**src/rtl/gost_engine.sv**
```systemverilog
// GOST R 34.12-2015 "Magma" 64-bit block engine: ECB encrypt/decrypt and CTR.
// One block in flight, ROUNDS_PER_CYCLE unrolled rounds per RUN clock.
module gost_engine #(
   parameter int ROUNDS_PER_CYCLE = 1
) (
   input  logic         iclk,
   input  logic         irst_n,
   input  logic [1:0]   imode,
   input  logic [255:0] ikey,
   input  logic [31:0]  iiv,
   input  logic         iiv_load,
   input  logic [63:0]  iblock,
   input  logic         ivalid,
   output logic         oready,
   output logic [63:0]  oblock,
   output logic         ovalid,
   input  logic         iready,
   output logic         obusy
);

   localparam int R = ROUNDS_PER_CYCLE;

   // pi'0..pi'7, nibble j of each word is pi'[j]
   localparam logic [511:0] SBOX = {
      64'h2BC96AF43850DE71, 64'h73AD0B4FC19652E8,
      64'h0E34187BAC296FD5, 64'hC24BE390D618A5F7,
      64'hB9E35A076F4D128C, 64'h069C471EDAF2853B,
      64'hF0DB74E1C5A93286, 64'h1F307D8E9B5A264C
   };

   typedef enum logic [1:0] {IDLE, RUN, DONE} state_t;

   generate
      if (!(R == 1 || R == 2 || R == 4 || R == 8)) begin : g_bad_rpc
         $error("ROUNDS_PER_CYCLE must be 1, 2, 4 or 8");
      end
   endgenerate

   function automatic logic [31:0] g_fn(input logic [31:0] a,
                                        input logic [31:0] k);
      logic [31:0] t;
      logic [31:0] s;
      t = a + k;
      s = '0;
      for (int n = 0; n < 8; n++)
         s[4*n +: 4] = SBOX[64*n + 4*t[4*n +: 4] +: 4];
      return {s[20:0], s[31:21]};
   endfunction

   // Decrypt runs the encrypt key schedule backwards: the descending
   // K8..K1 pass sits at rounds 24-31 for encrypt and 8-31 for decrypt.
   function automatic logic [2:0] kidx(input logic [4:0] r,
                                       input logic       dec);
      logic late;
      late = dec ? (r >= 5'd8) : (r >= 5'd24);
      return late ? ~r[2:0] : r[2:0];
   endfunction

   state_t         state_q, state_d;
   logic           dec_q, ctr_m_q;
   logic [255:0]   key_q;
   logic [63:0]    blk_q;
   logic [63:0]    a_q;
   logic [4:0]     rnd_q;
   logic [63:0]    cnt_q;
   logic [63:0]    oblock_q;
   logic [63:0]    a_nx;
   logic [63:0]    res;
   logic [4:0]     ri;
   logic [31:0]    k;
   logic           accept;
   logic           last;

   assign accept = ivalid && (state_q == IDLE);
   assign last   = (state_q == RUN) &&
                   ({1'b0, rnd_q} + 6'(R) == 6'd32);
   assign res    = {a_nx[31:0], a_nx[63:32]};
   assign oblock = oblock_q;

   // Unrolled Feistel rounds for this RUN clock.
   always_comb begin
      a_nx = a_q;
      ri   = '0;
      k    = '0;
      for (int j = 0; j < R; j++) begin
         ri   = rnd_q + 5'(j);
         k    = key_q[{~kidx(ri, dec_q), 5'd0} +: 32];
         a_nx = {a_nx[31:0], a_nx[63:32] ^ g_fn(a_nx[31:0], k)};
      end
   end

   // Next state and handshake outputs.
   always_comb begin
      state_d = state_q;
      oready  = 1'b0;
      ovalid  = 1'b0;
      obusy   = 1'b0;
      unique case (state_q)
         IDLE: begin
            oready = 1'b1;
            if (ivalid) state_d = RUN;
         end
         RUN: begin
            obusy = 1'b1;
            if (last) state_d = DONE;
         end
         DONE: begin
            obusy  = 1'b1;
            ovalid = 1'b1;
            if (iready) state_d = IDLE;
         end
         default: state_d = IDLE;
      endcase
   end

   // State register.
   always_ff @(posedge iclk) begin
      if (!irst_n) state_q <= IDLE;
      else         state_q <= state_d;
   end

   // Block capture, round iteration, result and CTR counter.
   always_ff @(posedge iclk) begin
      if (!irst_n) begin
         dec_q    <= 1'b0;
         ctr_m_q  <= 1'b0;
         key_q    <= '0;
         blk_q    <= '0;
         a_q      <= '0;
         rnd_q    <= '0;
         cnt_q    <= '0;
         oblock_q <= '0;
      end else begin
         if (state_q == IDLE && iiv_load)
            cnt_q <= {iiv, 32'h0};
         if (accept) begin
            dec_q   <= (imode == 2'b01);
            ctr_m_q <= (imode == 2'b10);
            key_q   <= ikey;
            blk_q   <= iblock;
            rnd_q   <= '0;
            if (imode == 2'b10)
               a_q <= iiv_load ? {iiv, 32'h0} : cnt_q;
            else
               a_q <= iblock;
         end else if (state_q == RUN) begin
            a_q   <= a_nx;
            rnd_q <= rnd_q + 5'(R);
            if (last) begin
               oblock_q <= ctr_m_q ? (res ^ blk_q) : res;
               if (ctr_m_q) cnt_q <= cnt_q + 64'd1;
            end
         end
      end
   end

endmodule

```
**config.mk**
```make
export PLATFORM = sky130hd
export DESIGN_NAME = gost_engine
export DESIGN_NICKNAME = d
export VERILOG_FILES = /design/src/rtl/gost_engine.sv
export SDC_FILE = /design/constraint.sdc
export NUM_CORES = 1
export LEC_CHECK = 0
export BUFFER_PORTS_ARGS = -buffer_cell sky130_fd_sc_hd__buf_2
export CAP_MARGIN = 20
export CORE_MARGIN = 3
export CORE_UTILIZATION = 49
export DETAILED_ROUTE_END_ITERATION = 12
export PLACE_DENSITY = 0.71
export SYNTH_ARGS = -nofsm -noshare
export SYNTH_HDL_FRONTEND = slang
export SYNTH_SLANG_ARGS = --single-unit
```
**constraint.sdc**
```tcl
create_clock -name iclk -period 9 [get_ports iclk]
set_clock_uncertainty 0.15 [all_clocks]
set_input_delay 2.7 -clock iclk [delete_from_list [all_inputs] [get_ports iclk]]
set_output_delay 2.7 -clock iclk [all_outputs]
set_load 0.01 [all_outputs]
```
==> run metrics, run 1 <==
status=completed; Yosys warning count=0; H-Tree Depth=2; maximum vdd drop=0.144 mV; critical path type=reg -> reg; register area share after synthesis=between 30% and 40%; nets=4019; Final Cycle Share=80.4%; worst path required time=~9.4 ns; die area=~58000 um^2; worst-margin pin slew=1.05 ns; number of synthesized flops with an enable pin=0; Compound-Gate Fraction of Synth Area=a little under a fifth; HP Class=reg -> reg; hpwl dp=67100 um; Synth Area in XOR/XNOR=4.84%; Hold WS=0.302 ns; CP Launch Point=rnd_q[3]$_SDFFE_PP0P_; crit-path max FO=49; layout cells sized above 1=between 10% and 20%; post-CTS sizing=0; Remaining DRCs=0; Routed Antenna Nets=0; starting density of the core=between 50% and 60%; final setup violation count=0; final hold vios=0; Setup Fix Bufs, Post-CTS=0; clock sinks=521; GPL Wtd Cong=0.937; RSZ-0062 raised after global routing=no; CP Capture Type=flip-flop; Power Total=~7.1 mW; syn_area_per_cell=8.21 um^2; Max Cap Viol=0; Reg2Reg Depth=20; Syn Inst Count=roughly 3300; GR Util All Layers=between 30% and 40%; number of distinct library cells after synthesis=97; final setup margin=~1.8 ns; drt total wl=92100 um; mux share of post-synthesis cell area=10.8%; CTS Root Cell=clkbuf_16; Mapped Area=27200 um^2; RR Endpoint=oblock[40]$_SDFFE_PN0P_; DR iter-0 viols=2665; max-slew violation count=0; Fin Setup TNS=0 ns; largest family of logic cells by synthesized area=simple AND/OR/NAND/NOR gates; CP Capture Point=oblock[40]$_SDFFE_PN0P_; Adder-Cell Fraction of Synth Area=between 3 and 4%; Synth Area in Simple Gates=between 15 and 20%; clock-pin slew on the worst setup and hold paths=approximately 0.060 ns; port bufs=about 430; Clock Latency Late Sink=0.63 ns; Leakage Power=approximately 13 nW; fraction of registers with async set or reset after synthesis=0%; drt pass-1 iters=6; Final Critical Period=around 7.2 ns; net count after synthesis=~3800; reg-to-reg slack, setup=roughly 1.8 ns; Remaining Overflow, GRT=0; width of the die=between 200 and 250 um; FMAX=about 0.14 GHz; ys flop type=dfxtp_1; worst reg2reg path startpoint=rnd_q[3]$_SDFFE_PP0P_; flops & latches, synth=approximately 520; crit path launch type=flip-flop; Via Count=25400; cts hold-fix bufs=0; # IOs=roughly 430; Core ar.=approximately 54000 um^2; die height=~240 um; Pwr Density=between 200 and 250 nW/um^2; first-pass GRT wire length=138000 um; Worst EP arrival=7.61 ns; TritonCTS clock tree=done; relative slew slack=a little under a third; Num CTS Buffers=55; WL/cell=between 20 and 25 um; initial antenna violation count=10; dpl ws=~1.8 ns; largest net degree at the start of global routing=between 150 and 200; Area Overhead vs Synth=15.5%; Via density=about 5.8; vias in the first global route=about 23000; CTS max path bufs=3; number of cell rows=85
flip-flops by register name, indices dropped and copies added, names as in the netlist:
signal and flops:
ctr_m_q 1, blk_q 64, dec_q 1, key_q 256, a_q 64, state_q 2
rnd_q 5, cnt_q 64, oblock 64
kinds of logic after synthesis:
kind of cell,after synthesis
simple gates,1244
fa+ha+maj,81
buf+inv,292
compound gates,833
flops,521
xor+xnor,143
mux,199
synthesized netlist by cell type (42+ instances only):
cell type	n	area [um^2]
clkbuf_1	214	803
mux2i_1	91	911
xnor2_1	56	490
nor2_1	203	762
mux4_2	73	1640
a21oi_1	457	2290
a211oi_1	125	938
nand3_1	42	210
inv_1	47	176
o21ai_0	85	425
xor2_1	82	718
nand2_1	826	3100
ha_1	79	988
dfxtp_1	521	10400
where the power goes:
group	internal (mW)	total, mW	switching [mW]	leakage (nW)
sequential	2.49	2.69	0.198	4.27
clock	1.36	2.36	0.996	0.915
combinational	0.807	2.03	1.22	7.42
total	4.66	7.08	2.42	12.6
critical path, stage by stage (launching register included):
cell      delay (ns)
dfxtp_1         0.34
maj3_1          0.58
xnor2_2         0.23
buf_4           0.66
mux4_2          0.59
mux2_2          0.29
ha_1            0.21
fa_1            0.40
a21o_2          0.24
a311o_1         0.43
a221oi_4        0.52
nor4b_1         0.12
nor2_1          0.21
o31ai_1         0.12
xnor2_1         0.50
inv_1           0.14
ha_1            0.33
mux2_1          0.30
o21ai_2         0.17
xor3_1          0.33
o211a_1         0.21
layer usage:
metal	vias up	track usage, %	part of all wire (%)
met5	-	0	0.075
li1	12100	-	-
met3	195	6.20	8.6
met4	10	13.3	4.6
met1	12000	39.7	41
met2	1070	47.7	45
placed cells by master, fill, tap and decap left out, types with 46 or more instances in the layout:
master	netlist	routed
a21oi_1	457	457
o21ai_0	85	85
xor2_1	82	82
buf_2	6	425
clkbuf_16	0	55
xnor2_1	56	53
nand2_1	826	825
a211oi_1	125	125
dfxtp_1	521	520
inv_1	47	46
nor2_1	203	203
ha_1	79	78
mux2i_1	91	91
mux4_2	73	73
area by class of cell:
cell class              count  area (um^2)
well taps                 739          925
clock inverters            21          290
repair buffers            455         2390
multi-input cells        2500        15600
diodes                      2         5.00
fillers                  5065        22900
clock buffers              74         1560
flip-flops and latches    521        10400
inverters                  47          184
through the flow:
step                cell area [um^2]  std cells  utilization [%]
floorplan                      27200       3313                -
global placement               29600       4262             54.4
detailed placement             29600       4262             54.4
CTS                            31400       4357             57.8
global route                   31400       4357             57.8
finish                         31400       4359             57.8
worst min path at each step:
stage / startpoint / to / slack (ns) / cells after the start
after floorplan: dec_q$_SDFFE_PN0P_ / dec_q$_SDFFE_PN0P_ / 0.28 / 2
after global placement: key_q[97]$_SDFFE_PN0P_ / key_q[97]$_SDFFE_PN0P_ / 0.29 / 2
after detailed placement: oblock[53]$_SDFFE_PN0P_ / oblock[53]$_SDFFE_PN0P_ / 0.29 / 2
after CTS: key_q[89]$_SDFFE_PN0P_ / key_q[89]$_SDFFE_PN0P_ / 0.30 / 2
after global routing: key_q[211]$_SDFFE_PN0P_ / key_q[211]$_SDFFE_PN0P_ / 0.32 / 2
final: key_q[87]$_SDFFE_PN0P_ / key_q[87]$_SDFFE_PN0P_ / 0.30 / 2
Power figures use the tool's default switching activity.
==> run 2, diff against run 1 <==
ABC_AREA = 1   (was default)
PLACE_DENSITY = 0.73   (was 0.71)
clock period = 6.2 ns   (was 9 ns; I/O delays follow)
==> run metrics, run 2 <==
RSZ-0062 raised after global routing=no; Power Total=17.1 mW; Pwr Density=between 500 and 600 nW/um^2; dpl ws=between 1 and 1.5 ns; WL/cell=approximately 21 um; Fin Setup TNS=0 ns; post-CTS sizing=0; vias in the first global route=about 28000; syn_area_per_cell=6.42 um^2; relative slew slack=a little under a third; H-Tree Depth=2; Max Cap Viol=0; status=completed; CTS max path bufs=3; Synth top area share=a little over a third; sequential cell area=about 10000 um^2; Leakage Power=~15 nW; Num CTS Buffers=56; Area Overhead vs Synth=15.4%; first-pass GRT wire length=~170000 um; # IOs=between 400 and 500; clock sinks=about 520; Syn Inst Count=~4500; most common cell after layout, fill and taps aside=nand2_1; port bufs=425; worst path required time=6.54 ns; Clock Latency Late Sink=between 0.6 and 0.7 ns; net count after synthesis=about 5000; drt pass-1 iters=6; CP Capture Type=flip-flop; reg-to-reg slack, setup=roughly 0.87 ns; crit path launch type=flip-flop; fraction of registers with async set or reset after synthesis=0%; starting density of the core=approximately 50%; cts hold-fix bufs=0; worst-margin pin slew=just over 1 ns; hpwl dp=between 80000 and 90000 um; Via Count=roughly 31000; width of the die=249 um; number of synthesized flops with an enable pin=0; nets=~5200; # fillers=slightly below 6000; drt total wl=approximately 110000 um; number of cell rows=88; Core ar.=58100 um^2; RR Endpoint=oblock[42]$_SDFFE_PN0P_; Setup Fix Bufs, Post-CTS=0; max-slew violation count=0; FMAX=between 0.15 and 0.2 GHz; Final Cycle Share=a little under nine tenths; initial antenna violation count=10; worst reg2reg path startpoint=rnd_q[3]$_SDFFE_PP0P_; register area share after synthesis=between 30% and 40%; Max stage delay cell, worst path=nand2_4; Routed Antenna Nets=0; number of distinct library cells after synthesis=57; Worst EP arrival=5.67 ns; HP Class=reg -> reg; Reg2Reg Depth=29; DR iter-0 viols=between 3000 and 4000; maximum vdd drop=around 0.29 mV; CP max stage delay=approximately 0.55 ns; GPL Wtd Cong=around 1.0; Most flops, register=key_q; Remaining DRCs=0; final hold vios=0; critical path type=reg -> reg; final setup violation count=0; ys flop type=dfxtp_1; HP Start=key_q[21]$_SDFFE_PN0P_; Synth area leaders=dfxtp_1, nand2_1, o21ai_0; most frequent cells in the layout=nand2_1, nor2_1, o21ai_0; final setup margin=between 0.8 and 0.9 ns; largest net degree at the start of global routing=166; Hold Path End=key_q[21]$_SDFFE_PN0P_; die height=about 250 um; crit-path max FO=56; TritonCTS clock tree=done; GR Util All Layers=a little over a third; Remaining Overflow, GRT=0; Final Critical Period=~5.3 ns; CTS Root Cell=clkbuf_16; Yosys warning count=0; number of flip-flops in the largest register=between 200 and 300; count leader, synth=nand2_1; hold path depth=2; Mapped Area=~29000 um^2; die area=slightly above 60000 um^2; flops & latches, synth=around 520; Worst path most repeated cell=nand2_1; layout cells sized above 1=roughly an eighth; Synth top cells by count=nand2_1, nor2_1, o21ai_0; largest area contributor in the netlist=dfxtp_1; clock-pin slew on the worst setup and hold paths=about 0.06 ns; Via density=5.62; area occupied by multi-input gates=around 16000 um^2
-- run 2: changes by cell type after synthesis, moves of 21 or more --
cell      delta
and3_1      -21
o21ai_0    +510
mux2i_1     -91
xnor2_1     -40
mux4_2      -73
clkbuf_1    +22
mux2_2      -34
a211oi_1   -107
a21oi_1    -193
inv_1      +278
nand3_1    +335
nand2_1    +133
nor2_1     +582
-- run 2: through the flow --
step	cells	hold slack (ns)	utilization (%)	area [um^2]
2_1_floorplan	4512	0.305	-	29000
3_3_place_gp	5489	0.312	54.3	31500
3_5_place_dp	5489	0.321	54.3	31500
4_1_cts	5589	0.335	57.5	33400
5_1_grt	5592	0.344	57.5	33400
6_report	5592	0.331	57.5	33400
-- run 2: kinds of logic (layout without fill, tap and decap cells) --
| logic type | count (synthesis) | after routing | share of synthesized area, % |
|---|---|---|---|
| simple gates | 2245 | 2245 | 32.0 |
| fa+ha+maj | 80 | 80 | 3.48 |
| flops | 521 | 521 | 36.0 |
| buf+inv | 592 | 904 | 7.70 |
| xor+xnor | 98 | 98 | 3.01 |
| compound gates | 976 | 976 | 17.9 |
| other cells | 0 | 3 | 0 |
-- run 2: layout make-up --
type | count | area share [%]
Clock buffer | 77 | 4.94
Sequential cell | 521 | 31.2
Clock inverter | 23 | 0.722
Antenna cell | 3 | 0.0224
Tap cell | 765 | 2.86
Inverter | 336 | 3.80
Multi-Input combinational cell | 3399 | 48.9
Timing Repair Buffer | 468 | 7.54
-- run 2: critical path, delay by kind of cell, from the launching register on --
kind                     cells  cell delay, ns
AND/OR/NAND/NOR             20            3.01
flip-flops                   1            0.41
adder cells (fa/ha/maj)      2            0.66
AO/OA/AOI/OAI                2            0.44
buffers and inverters        5            0.46
-- run 2: worst max-delay path by stage --
| stage | start | slack [ns] | end |
|---|---|---|---|
| 4_1_cts | rnd_q[3]$_SDFFE_PP0P_ | 0.99 | a_q[4]$_SDFFE_PN0P_ |
| 5_1_grt | rnd_q[3]$_SDFFE_PP0P_ | 0.28 | oblock[35]$_SDFFE_PN0P_ |
| 6_report | rnd_q[3]$_SDFFE_PP0P_ | 0.87 | oblock[42]$_SDFFE_PN0P_ |
| 3_5_place_dp | rnd_q[3]$_SDFFE_PP0P_ | 1.08 | a_q[4]$_SDFFE_PN0P_ |
| 2_1_floorplan | rnd_q[3]$_SDFFE_PP0P_ | 1.98 | oblock[35]$_SDFFE_PN0P_ |
| 3_3_place_gp | rnd_q[3]$_SDFFE_PP0P_ | 1.04 | a_q[30]$_SDFFE_PN0P_ |
-- run 2: metal layers --
metal,vias to the layer above,GRT usage [%],wire [um]
met5,-,0,97
met4,14,16.1,5910
met3,248,5.91,10500
met2,1488,54.4,49900
met1,14400,48.6,48400
li1,15300,-,-
-- run 2: power breakdown --
group / internal [mW] / total, mW / switching, mW / leakage (nW)
Sequential: 4.18 / 4.88 / 0.700 / 4.29
Combinational: 2.69 / 8.73 / 6.04 / 10.1
Clock: 1.99 / 3.47 / 1.48 / 0.939
Total: 8.86 / 17.1 / 8.22 / 15.3
